**config.mk**
```make
export PLATFORM = sky130hd
export DESIGN_NAME = ad9653_spi_cfg
export DESIGN_NICKNAME = d
export VERILOG_FILES = /design/src/rtl/ad9653_spi_cfg.sv
export SDC_FILE = /design/constraint.sdc
export NUM_CORES = 1
export LEC_CHECK = 0
export BUFFER_PORTS_ARGS = -buffer_cell sky130_fd_sc_hd__buf_2
export CORE_MARGIN = 2
export CORE_UTILIZATION = 61
export DETAILED_ROUTE_END_ITERATION = 8
export GPL_TIMING_DRIVEN = 0
export PLACE_DENSITY = 0.9
export SLEW_MARGIN = 20
export SYNTH_ARGS = -nofsm -noshare
export SYNTH_HDL_FRONTEND = slang
export SYNTH_SLANG_ARGS = --single-unit
```
**constraint.sdc**
```tcl
create_clock -name CLK -period 2.8 [get_ports CLK]
set_input_delay 0.14 -clock CLK [delete_from_list [all_inputs] [get_ports CLK]]
set_output_delay 0.14 -clock CLK [all_outputs]
set_load 0.02 [all_outputs]
```
**src/rtl/ad9653_spi_cfg.sv**
```systemverilog
// AD9653 3-wire SPI configuration master: 24-bit MSB-first frames, one CSB per ADC,
// and an independent periodic SYNC generator. One command at a time; CMD_VALID outside IDLE is ignored.
`timescale 1ns/1ps

module ad9653_spi_cfg #(
  parameter int CLK_DIV     = 4,
  parameter int NUM_DEV     = 2,
  parameter int DEV_W       = 4,
  parameter int SYNC_PERIOD = 5000,
  parameter int SYNC_WIDTH  = 125
) (
  input  logic               CLK,
  input  logic               RST,
  input  logic               CMD_VALID,
  output logic               CMD_READY,
  input  logic               CMD_RW,
  input  logic [DEV_W-1:0]   CMD_DEV,
  input  logic [12:0]        CMD_ADDR,
  input  logic [7:0]         CMD_WDATA,
  output logic               RSP_VALID,
  output logic [7:0]         RSP_RDATA,
  output logic               CMD_ERR,
  output logic               BUSY,
  output logic [NUM_DEV-1:0] AD_CSB,
  output logic               AD_SCLK,
  output logic               AD_SDIO_O,
  output logic               AD_SDIO_OE,
  input  logic               AD_SDIO_I,
  input  logic               SYNC_EN,
  output logic               AD_SYNC
);

  localparam int DIV_W  = $clog2(CLK_DIV);
  localparam int SYNC_W = $clog2(SYNC_PERIOD);
  localparam logic [DIV_W-1:0]  PH_LAST    = DIV_W'(CLK_DIV - 1);
  localparam logic [DEV_W:0]    NUM_DEV_X  = (DEV_W + 1)'(NUM_DEV);
  localparam logic [SYNC_W-1:0] SYNC_LAST  = SYNC_W'(SYNC_PERIOD - 1);
  localparam logic [SYNC_W-1:0] SYNC_HIGH  = SYNC_W'(SYNC_WIDTH);

  typedef enum logic [1:0] {IDLE, SHIFT, HOLD} state_t;

  state_t              state_q, state_d;
  logic [22:0]         sh_q, sh_d;
  logic [4:0]          bit_q, bit_d;
  logic [DIV_W-1:0]    ph_q, ph_d;
  logic                rw_q, rw_d;
  logic                ok_q, ok_d;
  logic [NUM_DEV-1:0]  csb_q, csb_d;
  logic                sclk_q, sclk_d;
  logic                sdo_q, sdo_d;
  logic                oe_q, oe_d;
  logic [7:0]          rd_q, rd_d;
  logic [7:0]          rdata_q, rdata_d;
  logic                rsp_vld_q, rsp_vld_d;
  logic                err_q, err_d;
  logic [SYNC_W-1:0]   sync_cnt_q, sync_cnt_d;

  logic                dev_ok;
  logic [NUM_DEV-1:0]  dev_sel;
  logic [23:0]         frame;

  assign dev_ok = {1'b0, CMD_DEV} < NUM_DEV_X;
  assign frame  = {CMD_RW, 2'b00, CMD_ADDR, (CMD_RW ? 8'h00 : CMD_WDATA)};

  always_comb begin
    dev_sel = '1;
    for (int i = 0; i < NUM_DEV; i++) begin
      if (CMD_DEV == DEV_W'(i)) dev_sel[i] = 1'b0;
    end
  end

  always_comb begin
    state_d   = state_q;
    sh_d      = sh_q;
    bit_d     = bit_q;
    ph_d      = ph_q;
    rw_d      = rw_q;
    ok_d      = ok_q;
    csb_d     = csb_q;
    sclk_d    = sclk_q;
    sdo_d     = sdo_q;
    oe_d      = oe_q;
    rd_d      = rd_q;
    rdata_d   = rdata_q;
    rsp_vld_d = 1'b0;
    err_d     = 1'b0;

    case (state_q)
      IDLE: begin
        if (CMD_VALID) begin
          state_d = SHIFT;
          rw_d    = CMD_RW;
          ok_d    = dev_ok;
          sh_d    = frame[22:0];
          sdo_d   = frame[23];
          bit_d   = '0;
          ph_d    = '0;
          sclk_d  = 1'b0;
          oe_d    = 1'b1;
          csb_d   = dev_ok ? dev_sel : '1;
        end
      end

      SHIFT: begin
        if (ph_q == PH_LAST) begin
          ph_d = '0;
          if (!sclk_q) begin
            sclk_d = 1'b1;
            // Read data is taken on the same CLK edge that raises SCLK.
            if (rw_q && (bit_q >= 5'd16)) rd_d = {rd_q[6:0], AD_SDIO_I};
          end else begin
            sclk_d = 1'b0;
            if (bit_q == 5'd23) begin
              state_d = HOLD;
              csb_d   = '1;
              oe_d    = 1'b0;
              sdo_d   = 1'b0;
            end else begin
              bit_d = bit_q + 5'd1;
              sdo_d = sh_q[22];
              sh_d  = {sh_q[21:0], 1'b0};
              // Turn the pad around for the 8 data bits of a read.
              oe_d  = !(rw_q && (bit_q >= 5'd15));
            end
          end
        end else begin
          ph_d = ph_q + DIV_W'(1);
        end
      end

      HOLD: begin
        if (ph_q == PH_LAST) begin
          state_d = IDLE;
          ph_d    = '0;
          if (!ok_q) begin
            err_d = 1'b1;
          end else if (rw_q) begin
            rsp_vld_d = 1'b1;
            rdata_d   = rd_q;
          end
        end else begin
          ph_d = ph_q + DIV_W'(1);
        end
      end

      default: state_d = IDLE;
    endcase
  end

  always_comb begin
    sync_cnt_d = '0;
    if (SYNC_EN && (sync_cnt_q != SYNC_LAST)) sync_cnt_d = sync_cnt_q + SYNC_W'(1);
  end

  always_ff @(posedge CLK or posedge RST) begin
    if (RST) begin
      state_q    <= IDLE;
      sh_q       <= '0;
      bit_q      <= '0;
      ph_q       <= '0;
      rw_q       <= 1'b0;
      ok_q       <= 1'b0;
      csb_q      <= '1;
      sclk_q     <= 1'b0;
      sdo_q      <= 1'b0;
      oe_q       <= 1'b0;
      rd_q       <= '0;
      rdata_q    <= '0;
      rsp_vld_q  <= 1'b0;
      err_q      <= 1'b0;
      sync_cnt_q <= '0;
    end else begin
      state_q    <= state_d;
      sh_q       <= sh_d;
      bit_q      <= bit_d;
      ph_q       <= ph_d;
      rw_q       <= rw_d;
      ok_q       <= ok_d;
      csb_q      <= csb_d;
      sclk_q     <= sclk_d;
      sdo_q      <= sdo_d;
      oe_q       <= oe_d;
      rd_q       <= rd_d;
      rdata_q    <= rdata_d;
      rsp_vld_q  <= rsp_vld_d;
      err_q      <= err_d;
      sync_cnt_q <= sync_cnt_d;
    end
  end

  assign CMD_READY  = (state_q == IDLE);
  assign BUSY       = !CMD_READY;
  assign AD_CSB     = csb_q;
  assign AD_SCLK    = sclk_q;
  assign AD_SDIO_O  = sdo_q;
  assign AD_SDIO_OE = oe_q;
  assign RSP_VALID  = rsp_vld_q;
  assign RSP_RDATA  = rdata_q;
  assign CMD_ERR    = err_q;
  // Gated by SYNC_EN and RST directly so both take effect without waiting for a clock.
  assign AD_SYNC    = SYNC_EN & ~RST & (sync_cnt_q < SYNC_HIGH);

endmodule
```
==> flow_metrics.py <==
metrics = {
    "global_route": {
        "antenna_found_initial": 0,
        "gr-total-overflow": 0,
        "grt_pass1_vias": 2336,
        "grt_util_all_layers": 0.2300,
        "grt_pass1_wl_um": 10740,
        "grt_max_degree": 43,
    },
    "timing": {
        "layout_min_cycle_time_ns": 2.222,
        "fmax_mhz": 450.1,
        "fin_crit_sh": 0.7936,
        "fin_tns_setup_ns": 0,
        "final-max-slew-violation-count": 0,
        "relSlewSlack": 0.5069,
        "worst_slack_ns": 0.5780,
        "grt_setup_unrepaired": "no",
        "hold-worst-slack_ns": 0.01800,
        "hold_viol_final": 0,
        "worst_slew_pin_slew_ns": 0.7397,
        "setup_viol": 0,
        "clock_skew_ns": 0.002361,
    },
    "setup_path": {
        "r2r_slack_ns": 0.58,
        "cp.required_ns": 3.01,
        "r2r-end": "sh_q[17]",
        "reg2reg_from": "state_q[1]",
        "crit_fanout": 10,
        "crit_slowest_cell": "mux2i_1",
        "ff2ff_path_depth": 6,
        "cp-start-kind": "flop",
        "cp.arrival_ns": 2.43,
        "cp_top_family": "compound AO/OA/AOI/OAI gates",
        "crit_type": "flop to flop",
        "path_buf_inv": 2,
        "endpoint_kind": "flop",
        "crit_chain": "inv_1 > ha_1 > mux2i_1 > a221o_1 > clkbuf_1 > o21ai_0",
        "crit_path_max_incr_delay_ns": 0.43,
    },
    "floorplanning": {
        "fp.coreArea_um2": 5107,
        "std_cell_rows": 26,
        "die_w_um": 76.62,
        "start_util": 0.6298,
        "dieArea_um2": 5871,
        "io_pins": 49,
        "die_h_um": 76.62,
    },
    "cts": {
        "cts_sinks": 70,
        "cts_root_buf": "clkbuf_8",
        "clk_pin_slew_ns": 0.08,
        "worstSkewPairLatency_ns": 0.34,
        "clockBufferDepth": 2,
        "cts_setup_buffers": 0,
        "cts_max_level": 3,
        "ctsHoldBuffers": 3,
        "cts_tree": "done",
        "cts_resized": 0,
        "cts_buffers": 9,
    },
    "hold_path": {
        "holdPathStages": 3,
        "hold_class": "primary input to flop",
        "hold_path_end": "sh_q[0]",
        "worstHoldStart": "CMD_WDATA[0]",
    },
    "yosys": {
        "ys_seq_area_frac": 0.5453,
        "ys_ff_latch": 70,
        "synthTopCellsByArea": "dfrtp_1, nand2_1, mux2i_1",
        "synthMuxAreaShare": 0.09879,
        "synth_compound_area_frac": 0.1015,
        "synthAdderAreaFrac": 0.03112,
        "synth_area_leader_cell": "dfrtp_1",
        "synth_edf_count": 0,
        "ys_async_sr_fraction": 1.000,
        "synth.avg_cell_area_um2": 10.55,
        "synth_cell_types": 43,
        "netlist_area_um2": 3217,
        "synth_xor_area_frac": 0.02995,
        "yosys_warnings": 0,
        "synth_ff_type": "dfrtp_1",
        "synth_top_family_by_area": "simple AND/OR/NAND/NOR gates",
        "syn_nets": 344,
        "yosys.area_share.simple": 0.1684,
        "synth_top_area_share": 0.5290,
        "synthCells": 305,
    },
    "cells_and_area": {
        "area_delta_synth_final_pct": 17.97,
        "instances_no_fill": 443,
        "drive_gt1_frac": 0.2466,
        "fill_cells": 376,
        "final_cell_mix": "dfrtp_1, nand2_1, buf_2",
        "fin_util": 0.7430,
        "nets": 407,
        "antenna-diode-count": 0,
        "fin_area_um2": 3795,
        "final_common_cell": "dfrtp_1",
    },
    "route": {
        "post_drt_wl_per_cell_um": 13.85,
        "wl_um": 6136,
        "first_pass_iters": 4,
        "drc": 0,
        "vias_per_cell": 5.499,
        "ant_nets": 0,
        "vias": 2436,
        "drtIter0Drc": 85,
    },
    "run_status": {
        "status": "finished, final reports clean",
    },
    "placement": {
        "place_area_um2": 3567,
        "portBuffers": 48,
        "dp_slack_ns": 0.6284,
        "gp_congestion": 0.8824,
        "hpwl_um": 4333,
        "dp.cells": 424,
    },
    "power_and_ir_drop": {
        "powerDensity_nw_per_um2": 922.2,
        "clkPwrFrac": 0.231,
        "switching_share": 0.3686,
        "p_comb_frac": 0.360,
        "p_seq_frac": 0.409,
        "ir_worst_vdd_uv": 646.7,
        "p_switching_mw": 1.290,
        "intPower_mw": 2.210,
        "power_mw": 3.500,
        "p_leak_nw": 1.834,
    },
    "job": {
        "max_cap_violations": 0,
    },
}
==> worst max-delay path by stage <==
stage,endpoint,startpoint,depth (start not counted)
floorplan,sh_q[16],state_q[0],6
global placement,sh_q[1],RST,2
detailed placement,sh_q[17],state_q[1],6
CTS,sh_q[17],state_q[0],6
global route,sh_q[20],state_q[1],6
finish,sh_q[17],state_q[1],6
==> layer usage <==
metal / vias to the layer above / track usage / part of all wire
li1: 1190 / - / -
met1: 1182 / 0.3108 / 0.46
met2: 55 / 0.3655 / 0.48
met3: 9 / 0.05569 / 0.046
met4: 0 / 0.08182 / 0.014
met5: - / 0 / 0
==> cells in the mapped netlist, types with 2 or more instances <==
| cell | number |
|---|---|
| xnor2_1 | 7 |
| buf_2 | 4 |
| mux2_2 | 14 |
| dfrtp_1 | 68 |
| nor4_1 | 2 |
| a221oi_1 | 6 |
| a22o_1 | 6 |
| dfstp_2 | 2 |
| nand4_1 | 4 |
| nand2b_1 | 2 |
| inv_1 | 7 |
| mux2i_1 | 16 |
| clkbuf_1 | 5 |
| a21oi_1 | 2 |
| ha_1 | 8 |
| and3_1 | 3 |
| nor2_1 | 35 |
| nand2_1 | 53 |
| nand3_1 | 7 |
| o21ai_0 | 22 |
| nor2b_1 | 4 |
| xor2_1 | 4 |
| nor3_1 | 4 |
==> tightest hold or removal path, cell delays in order <==
cell and delay (ns):
buf_2 0.08, nand3_1 0.05, nand2_1 0.06
==> sequential cells by signal (all words and copies together), names as in the netlist, 2 cells and up <==
register	cells
ph_q	2
sh_q	23
sync_cnt_q	13
AD_CSB	2
bit_q	5
state_q	2
RSP_RDATA	8
rd_q	8
==> area by class of cell <==
cell class | instances | area, um2 | area share
Timing Repair Buffer | 52 | 290.3 | 0.07649
Clock buffer | 9 | 123.9 | 0.03264
Buffer | 10 | 50.05 | 0.01319
Inverter | 8 | 32.53 | 0.008572
Multi-Input combinational cell | 217 | 1383 | 0.3643
Tap cell | 70 | 87.58 | 0.02308
Sequential cell | 70 | 1754 | 0.4622
Clock inverter | 7 | 73.82 | 0.01945
==> cell families (layout without fill, tap and decap cells) <==
| family | Yosys count | after routing |
|---|---|---|
| buf+inv | 18 | 86 |
| compound gates | 47 | 47 |
| simple gates | 121 | 121 |
| fa+ha+maj | 8 | 8 |
| xor+xnor | 11 | 11 |
| mux | 30 | 30 |
| flops | 70 | 70 |
==> power groups by stage <==
stage | Clock [mW] | Combinational (mW) | Sequential (mW)
global placement | 0 | 1.21 | 1.43
global route | 0.873 | 1.42 | 1.46
floorplan | 0 | 0.916 | 1.45
CTS | 0.819 | 1.27 | 1.43
detailed placement | 0 | 1.26 | 1.45
finish | 0.807 | 1.26 | 1.43
No activity file was read; power rests on OpenSTA's default activity.
